===== src/rtl/io_stream_dispatcher_pkg.sv =====
// Shared types and helpers for the IO stream dispatcher: FSM state encoding and lane slicing.
package io_stream_dispatcher_pkg;

  typedef enum logic [1:0] {
    IO_IDLE   = 2'b00,
    IO_DECOMP = 2'b01,
    IO_CALC   = 2'b10
  } io_state_e;

  // LSB position of lane `lane` inside a packed word of `lane_w`-bit lanes.
  function automatic int unsigned lane_lsb(input int unsigned lane, input int unsigned lane_w);
    return lane * lane_w;
  endfunction

endpackage


===== src/rtl/io_stream_dispatcher_if.sv =====
// Word input bus and per-lane output bus of the IO stream dispatcher.
interface io_stream_dispatcher_if #(
  parameter int unsigned NUM_CH = 4,
  parameter int unsigned LANE_W = 8
);

  logic                     in_valid;
  logic                     in_ready;
  logic [NUM_CH*LANE_W-1:0] in_data;
  logic [NUM_CH-1:0]        in_eob;
  logic [NUM_CH*LANE_W-1:0] lane_data;
  logic [NUM_CH-1:0]        lane_valid;
  logic [NUM_CH-1:0]        lane_ready;

  modport master (
    output in_valid, in_data, in_eob, lane_ready,
    input  in_ready, lane_data, lane_valid
  );

  modport slave (
    input  in_valid, in_data, in_eob, lane_ready,
    output in_ready, lane_data, lane_valid
  );

endinterface


===== src/rtl/io_stream_dispatcher_lane_slot.sv =====
// One dispatcher lane: output register with valid/ready, object counter, finish flag and
// start pulse.
module io_stream_dispatcher_lane_slot #(
  parameter int unsigned LANE_W  = 8,
  parameter int unsigned NUM_OBJ = 4
) (
  input  logic              clk,
  input  logic              reset,
  input  logic              accept,
  input  logic [LANE_W-1:0] data_in,
  input  logic              eob,
  input  logic              lane_ready,
  input  logic              new_obj,
  input  logic              clear,
  output logic [LANE_W-1:0] lane_data,
  output logic              lane_valid,
  output logic              start,
  output logic              finish,
  output logic              eob_err
);

  localparam int unsigned CntW = $clog2(NUM_OBJ + 1);
  localparam logic [CntW-1:0] MaxCnt = CntW'(NUM_OBJ);

  logic [LANE_W-1:0] data_q, data_d;
  logic              valid_q, valid_d;
  logic              start_q, start_d;
  logic              finish_q, finish_d;
  logic [CntW-1:0]   cnt_q, cnt_d;
  logic [CntW-1:0]   cnt_inc;
  logic              load;

  // Finished lanes drop their slice of every accepted word.
  assign load    = accept & ~finish_q;
  assign cnt_inc = cnt_q + CntW'(1);
  assign eob_err = accept & eob & finish_q;

  always_comb begin
    data_d   = data_q;
    valid_d  = valid_q;
    start_d  = 1'b0;
    finish_d = finish_q;
    cnt_d    = cnt_q;
    if (lane_ready) valid_d = 1'b0;
    if (load) begin
      data_d  = data_in;
      valid_d = 1'b1;
      if (eob) begin
        if (cnt_q != MaxCnt) cnt_d = cnt_inc;
        if (cnt_inc == MaxCnt) finish_d = 1'b1;
        else                   start_d  = 1'b1;
      end
    end
    if (new_obj && !finish_q) start_d = 1'b1;
    if (clear) begin
      cnt_d    = '0;
      finish_d = 1'b0;
    end
  end

  always_ff @(posedge clk) begin
    if (reset) begin
      data_q   <= '0;
      valid_q  <= 1'b0;
      start_q  <= 1'b0;
      finish_q <= 1'b0;
      cnt_q    <= '0;
    end else begin
      data_q   <= data_d;
      valid_q  <= valid_d;
      start_q  <= start_d;
      finish_q <= finish_d;
      cnt_q    <= cnt_d;
    end
  end

  assign lane_data  = data_q;
  assign lane_valid = valid_q;
  assign start      = start_q;
  assign finish     = finish_q;

endmodule


===== src/rtl/io_stream_dispatcher.sv =====
// IO front-end: splits packed input words into lanes, tracks per-lane objects and sequences
// IDLE -> DECOMP -> CALC -> IDLE with the coordinator.
module io_stream_dispatcher
  import io_stream_dispatcher_pkg::*;
#(
  parameter int unsigned NUM_CH  = 4,
  parameter int unsigned LANE_W  = 8,
  parameter int unsigned NUM_OBJ = 4
) (
  input  logic                   clk,
  input  logic                   reset,
  input  logic                   int_req,
  input  logic                   process,
  io_stream_dispatcher_if.slave  bus,
  output logic [NUM_CH-1:0]      start,
  output logic [NUM_CH-1:0]      finish,
  input  logic                   coord_done,
  output logic [1:0]             state,
  output logic                   err
);

  io_state_e         state_q, state_d;
  logic              err_q, err_d;
  logic              accept;
  logic              new_obj;
  logic              clear;
  logic [NUM_CH-1:0] lane_ok;
  logic [NUM_CH-1:0] eob_err;

  // A lane can take a new slice if it is finished, empty, or draining this cycle.
  assign lane_ok      = finish | ~bus.lane_valid | bus.lane_ready;
  assign bus.in_ready = (state_q == IO_DECOMP) & (&lane_ok);
  assign accept       = bus.in_valid & bus.in_ready;

  always_comb begin
    state_d = state_q;
    err_d   = err_q | (|eob_err);
    new_obj = 1'b0;
    clear   = 1'b0;
    unique case (state_q)
      IO_IDLE: begin
        if (int_req && !process) begin
          state_d = IO_DECOMP;
          new_obj = 1'b1;
        end
      end
      IO_DECOMP: begin
        if (int_req && process) begin
          if (&finish) state_d = IO_CALC;
          else         err_d   = 1'b1;
        end
      end
      IO_CALC: begin
        if (coord_done) begin
          state_d = IO_IDLE;
          clear   = 1'b1;
        end
      end
      default: state_d = IO_IDLE;
    endcase
  end

  always_ff @(posedge clk) begin
    if (reset) begin
      state_q <= IO_IDLE;
      err_q   <= 1'b0;
    end else begin
      state_q <= state_d;
      err_q   <= err_d;
    end
  end

  for (genvar i = 0; i < NUM_CH; i++) begin : g_lane
    io_stream_dispatcher_lane_slot #(
      .LANE_W  (LANE_W),
      .NUM_OBJ (NUM_OBJ)
    ) u_slot (
      .clk        (clk),
      .reset      (reset),
      .accept     (accept),
      .data_in    (bus.in_data[lane_lsb(i, LANE_W) +: LANE_W]),
      .eob        (bus.in_eob[i]),
      .lane_ready (bus.lane_ready[i]),
      .new_obj    (new_obj),
      .clear      (clear),
      .lane_data  (bus.lane_data[lane_lsb(i, LANE_W) +: LANE_W]),
      .lane_valid (bus.lane_valid[i]),
      .start      (start[i]),
      .finish     (finish[i]),
      .eob_err    (eob_err[i])
    );
  end

  assign state = state_q;
  assign err   = err_q;

endmodule


===== src/flat_wrapper.sv =====
// flat-port wrapper written by rule: the top's interface ports become plain ports
module io_stream_dispatcher_flat import io_stream_dispatcher_pkg::*;
#(
  parameter int unsigned NUM_CH  = 4,
  parameter int unsigned LANE_W  = 8,
  parameter int unsigned NUM_OBJ = 4
)
  (clk, reset, int_req, process, start, finish, coord_done, state, err, bus_in_valid, bus_in_data, bus_in_eob, bus_lane_ready, bus_in_ready, bus_lane_data, bus_lane_valid);
  io_stream_dispatcher_if #(.NUM_CH(NUM_CH), .LANE_W(LANE_W)) bus_i ();
  input  logic clk;
  input  logic reset;
  input  logic int_req;
  input  logic process;
  output logic [NUM_CH-1:0] start;
  output logic [NUM_CH-1:0] finish;
  input  logic coord_done;
  output logic [1:0] state;
  output logic err;
  input wire logic [$bits(bus_i.in_valid)-1:0] bus_in_valid;
  input wire logic [$bits(bus_i.in_data)-1:0] bus_in_data;
  input wire logic [$bits(bus_i.in_eob)-1:0] bus_in_eob;
  input wire logic [$bits(bus_i.lane_ready)-1:0] bus_lane_ready;
  output wire logic [$bits(bus_i.in_ready)-1:0] bus_in_ready;
  output wire logic [$bits(bus_i.lane_data)-1:0] bus_lane_data;
  output wire logic [$bits(bus_i.lane_valid)-1:0] bus_lane_valid;
  assign bus_i.in_valid = bus_in_valid;
  assign bus_i.in_data = bus_in_data;
  assign bus_i.in_eob = bus_in_eob;
  assign bus_i.lane_ready = bus_lane_ready;
  assign bus_in_ready = bus_i.in_ready;
  assign bus_lane_data = bus_i.lane_data;
  assign bus_lane_valid = bus_i.lane_valid;
  io_stream_dispatcher #(.NUM_CH(NUM_CH), .LANE_W(LANE_W), .NUM_OBJ(NUM_OBJ)) u_core (.clk(clk), .reset(reset), .int_req(int_req), .process(process), .bus(bus_i), .start(start), .finish(finish), .coord_done(coord_done), .state(state), .err(err));
endmodule

===== config.mk =====
export PLATFORM = sky130hd
export DESIGN_NAME = io_stream_dispatcher_flat
export DESIGN_NICKNAME = d
export VERILOG_FILES = /design/src/rtl/io_stream_dispatcher_pkg.sv /design/src/rtl/io_stream_dispatcher_if.sv /design/src/rtl/io_stream_dispatcher_lane_slot.sv /design/src/rtl/io_stream_dispatcher.sv /design/src/flat_wrapper.sv
export SDC_FILE = /design/constraint.sdc
export NUM_CORES = 1
export LEC_CHECK = 0
export ABC_AREA = 1
export CORE_MARGIN = 5
export CORE_UTILIZATION = 42
export CTS_BUF_LIST = sky130_fd_sc_hd__clkbuf_2
export CTS_CLUSTER_DIAMETER = 60
export DETAILED_ROUTE_END_ITERATION = 6
export GPL_ROUTABILITY_DRIVEN = 0
export GPL_TIMING_DRIVEN = 0
export PLACE_DENSITY = 0.78
export SETUP_SLACK_MARGIN = 0.1
export SYNTH_ARGS = -nofsm -noshare
export SYNTH_HDL_FRONTEND = slang
export SYNTH_HIERARCHICAL = 1
export SYNTH_SLANG_ARGS = --single-unit

===== constraint.sdc =====
create_clock -name clk -period 2.1 [get_ports clk]
set_clock_uncertainty 0.2 [all_clocks]
set_input_delay 0.42 -clock clk [delete_from_list [all_inputs] [get_ports clk]]
set_output_delay 0.42 -clock clk [all_outputs]
set_load 0.01 [all_outputs]

==> flow_results.xml <==
<?xml version="1.0" encoding="UTF-8"?>
<metrics>
  <group name="status">
    <metric name="outcome" unit="">finished, violations left</metric>
    <metric name="violations" unit="">negative setup slack</metric>
  </group>
  <group name="setup_path">
    <metric name="crit_fanout" unit="">4</metric>
    <metric name="r2r.worst_path.cells" unit="">12</metric>
    <metric name="rrSetupSlack" unit="ps">0</metric>
    <metric name="worst_ep_arrival_time" unit="ps">2380</metric>
    <metric name="required_time_reported_for_the_critical_path_endpoint" unit="ps">2320</metric>
    <metric name="worst_r2r_endpoint" unit="">u_core/g_lane[1].u_slot/cnt_q[1]</metric>
    <metric name="end_kind" unit="">flop</metric>
    <metric name="r2r-start" unit="">u_core/g_lane[0].u_slot/finish</metric>
    <metric name="timing.setup.critical_path_class" unit="">in2reg</metric>
    <metric name="crit_path_start_kind" unit="">input pin</metric>
  </group>
  <group name="synthesis">
    <metric name="yosysTopAreaCell" unit="">sky130_fd_sc_hd__dfxtp_1</metric>
    <metric name="synth_top_area_share" unit="%">43.03</metric>
    <metric name="post_synthesis_sequential_area_ratio" unit="%">43.03</metric>
    <metric name="synth_nets" unit="">442</metric>
    <metric name="yosysUniqueCellTypes" unit="">22</metric>
    <metric name="synth.top_cells.by_area" unit="">sky130_fd_sc_hd__dfxtp_1, sky130_fd_sc_hd__nand2_1, sky130_fd_sc_hd__a21oi_1</metric>
    <metric name="yosys_register_bits" unit="">59</metric>
    <metric name="mappedNetlistArea" unit="um^2">2745</metric>
    <metric name="synth_cells" unit="">384</metric>
    <metric name="synth.avg_cell_area" unit="um^2">7.149</metric>
    <metric name="yosys_warnings" unit="">6</metric>
  </group>
  <group name="detailed_routing">
    <metric name="wl" unit="mm">8.523</metric>
    <metric name="post_detailed_route_wirelength_per_cell" unit="um">14.40</metric>
    <metric name="avgViaCountPerCell" unit="">4.949</metric>
    <metric name="drt_iter0_drc" unit="">122</metric>
    <metric name="drcViolationCount" unit="">0</metric>
    <metric name="ant_nets" unit="">0</metric>
    <metric name="pre_repair_dr_iteration_count" unit="">4</metric>
    <metric name="routed-via-count" unit="">2930</metric>
  </group>
  <group name="sta">
    <metric name="final_setup_violation_count" unit="">37</metric>
    <metric name="timing_max_transition_violations_final" unit="">0</metric>
    <metric name="rsz_0062_raised_after_global_routing" unit="">yes</metric>
    <metric name="fin_crit_share" unit="%">102.8</metric>
    <metric name="worst_pin_slew" unit="ps">655.6</metric>
    <metric name="finalWorstPathRequiredPeriod" unit="ps">2159</metric>
    <metric name="slew-limit-headroom" unit="%">55.96</metric>
    <metric name="final.setup.worst_slack" unit="ps">-58.76</metric>
    <metric name="maxClockFrequency" unit="MHz">463.2</metric>
    <metric name="final-hold-violation-count" unit="">0</metric>
  </group>
  <group name="finish">
    <metric name="most_frequent_standard_cell_in_the_layout_excluding_fill_and_tap_cells" unit="">sky130_fd_sc_hd__nand2_1</metric>
    <metric name="commonest_non_fill_non_tap_cells_in_the_layout" unit="">sky130_fd_sc_hd__nand2_1, sky130_fd_sc_hd__dfxtp_1, sky130_fd_sc_hd__dlygate4sd2_1, sky130_fd_sc_hd__inv_1, sky130_fd_sc_hd__clkdlybuf4s50_1</metric>
    <metric name="ant_cells" unit="">0</metric>
    <metric name="final_design_area_no_fill" unit="um^2">4483</metric>
    <metric name="post_route_cells_drive_above_1_share" unit="%">28.35</metric>
    <metric name="final_net_count" unit="">570</metric>
    <metric name="layout-area-overhead-vs-synth" unit="%">63.31</metric>
  </group>
  <group name="floorplan">
    <metric name="initial_utilization" unit="%">43.23</metric>
    <metric name="die-area" unit="um^2">8253</metric>
    <metric name="boundaryPins" unit="">94</metric>
    <metric name="fp.dieH" unit="um">90.85</metric>
    <metric name="dieWidth" unit="um">90.85</metric>
    <metric name="row_count" unit="">29</metric>
    <metric name="core" unit="um^2">6350</metric>
  </group>
  <group name="pwr">
    <metric name="leakagePower" unit="nW">2.060</metric>
    <metric name="total_power" unit="mW">2.517</metric>
    <metric name="vdd_ir_drop_max" unit="uV">527.2</metric>
    <metric name="cell_area_power_density" unit="nW/um^2">561.5</metric>
  </group>
  <group name="global_route">
    <metric name="grt_pass1_vias" unit="">2700</metric>
    <metric name="wire_length_of_the_first_global_routing_pass" unit="mm">12.01</metric>
    <metric name="grt_antenna_before_repair" unit="">0</metric>
    <metric name="maximum_number_of_pins_on_one_net_before_global_route_repair" unit="">12</metric>
    <metric name="global_route.overflow_total" unit="">0</metric>
    <metric name="grt_usage" unit="%">17.82</metric>
  </group>
  <group name="placed_design">
    <metric name="place.port_buffers" unit="">93</metric>
    <metric name="detailed_place.area" unit="um^2">3784</metric>
    <metric name="place_hpwl" unit="mm">5.456</metric>
  </group>
  <group name="hold_path">
    <metric name="hold_depth" unit="">4</metric>
    <metric name="hold_class" unit="">in2reg</metric>
    <metric name="holdPathEnd" unit="">u_core/g_lane[0].u_slot/lane_valid</metric>
    <metric name="min_from" unit="">bus_lane_ready[0]</metric>
  </group>
  <group name="clock_network">
    <metric name="clkTransAtPathRegs" unit="ps">160</metric>
    <metric name="tritoncts.num_buffers" unit="">9</metric>
    <metric name="cts_htree_levels" unit="">3</metric>
    <metric name="cts_sinks" unit="">59</metric>
    <metric name="clockRootBuffer" unit="">sky130_fd_sc_hd__clkbuf_2</metric>
    <metric name="holdBufCountCts" unit="">0</metric>
    <metric name="cts_max_path_buffers" unit="">2</metric>
    <metric name="clkLatencyLatePin" unit="ps">480</metric>
    <metric name="cts_tree" unit="">yes</metric>
  </group>
  <group name="run">
    <metric name="cap_violations" unit="">0</metric>
  </group>
</metrics>
worst max-delay path, cell delays in order:
cell	delay, ps
sky130_fd_sc_hd__clkdlybuf4s50_1	490
sky130_fd_sc_hd__inv_1	50
sky130_fd_sc_hd__nand3b_1	80
sky130_fd_sc_hd__o211ai_1	150
sky130_fd_sc_hd__buf_4	180
sky130_fd_sc_hd__nor3b_4	230
sky130_fd_sc_hd__buf_6	170
sky130_fd_sc_hd__inv_4	40
sky130_fd_sc_hd__nor2_4	180
sky130_fd_sc_hd__nand2_2	110
sky130_fd_sc_hd__nor2_4	100
sky130_fd_sc_hd__nor2_1	50
sky130_fd_sc_hd__nor2_1	110
area by class of cell:
class | count | area, um^2
clock inverters | 5 | 22.52
repair buffers | 117 | 1150
well taps | 77 | 96.34
inverters | 54 | 212.7
multi-input cells | 267 | 1737
fillers | 496 | 1867
flip-flops and latches | 59 | 1205
clock buffers | 9 | 45.04
plain buffers | 4 | 15.01
sequential cells by signal (all words and copies together) (netlist names):
signal                           cells
u_core/err                           1
u_core/g_lane.u_slot/cnt_q          12
u_core/g_lane.u_slot/finish          4
u_core/g_lane.u_slot/lane_data      32
u_core/g_lane.u_slot/lane_valid      4
u_core/g_lane.u_slot/start           4
u_core/state                         2
repair_timing:
action / in CTS / in global routing
resized for setup: 67 / 106
pin swaps: 4 / 48
setup endpoints to repair: 105 / 44
gates cloned: 0 / 0
buffers inserted: 6 / 18
cell usage after synthesis:
cell,number
sky130_fd_sc_hd__nor2_4,8
sky130_fd_sc_hd__nor2_2,6
sky130_fd_sc_hd__o211ai_1,1
sky130_fd_sc_hd__nand3b_1,1
sky130_fd_sc_hd__nor2_1,29
sky130_fd_sc_hd__a21oi_1,46
sky130_fd_sc_hd__o21bai_1,1
sky130_fd_sc_hd__nor3_1,10
sky130_fd_sc_hd__nand2_1,117
sky130_fd_sc_hd__nor3b_1,1
sky130_fd_sc_hd__nand3_1,16
sky130_fd_sc_hd__nand3_2,4
sky130_fd_sc_hd__clkbuf_1,4
sky130_fd_sc_hd__inv_1,48
sky130_fd_sc_hd__nand2_2,8
sky130_fd_sc_hd__o31ai_1,1
sky130_fd_sc_hd__ha_1,12
sky130_fd_sc_hd__o21ai_1,4
sky130_fd_sc_hd__dfxtp_1,59
sky130_fd_sc_hd__nand4_1,1
sky130_fd_sc_hd__a31oi_1,1
sky130_fd_sc_hd__inv_2,6
where the power goes:
part / internal (mW) / leakage (nW) / switching (mW) / total (mW)
combinational: 0.356 / 1.52 / 0.395 / 0.750
sequential: 1.19 / 0.484 / 0.0478 / 1.24
clock: 0.130 / 0.0522 / 0.402 / 0.531
routing by layer:
layer  wire length (um)  part of all wire [%]  vias up  GRT usage (%)
met5                  0                     0        -              0
met3                719                   8.4       20          7.250
met4                213                   2.5        0          6.724
met1               3325                    39     1328          19.29
li1                   -                     -     1466              -
met2               4265                    50      116          30.93
per-stage QoR:
step           worst slack (ps)  setup TNS (ps)  cells  hold WS [ps]  util, %
2_1_floorplan             114.2               0    384         289.1        -
3_3_place_gp             -591.8          -27610    554         250.7    59.59
3_5_place_dp             -650.1          -29550    554         257.4    59.59
4_1_cts                  -69.59          -69.59    574         51.78    60.97
5_1_grt                  -133.0           -3081    592         17.26    70.60
6_report                 -58.76          -720.7    592         51.79    70.60
cell families after synthesis:
family                   after synthesis  synth area share (%)
AND/OR/NAND/NOR                      201                 33.41
flip-flops                            59                 43.03
buffers and inverters                 58                 7.930
AO/OA/AOI/OAI                         54                 10.16
adder cells (fa/ha/maj)               12                 5.469
worst max-delay path by stage:
| stage | from | endpoint | slack (ps) |
|---|---|---|---|
| after floorplan | u_core/g_lane[1].u_slot/finish | u_core/g_lane[2].u_slot/cnt_q[2] | 110 |
| after global placement | bus_lane_ready[0] | u_core/g_lane[1].u_slot/cnt_q[0] | -590 |
| after detailed placement | bus_lane_ready[0] | u_core/g_lane[1].u_slot/cnt_q[1] | -650 |
| after CTS | u_core/g_lane[2].u_slot/lane_valid | bus_in_ready | -70 |
| after global routing | u_core/g_lane[0].u_slot/finish | u_core/g_lane[1].u_slot/start | -130 |
| final | bus_lane_ready[1] | u_core/g_lane[1].u_slot/cnt_q[1] | -60 |
Power figures use the tool's default switching activity.
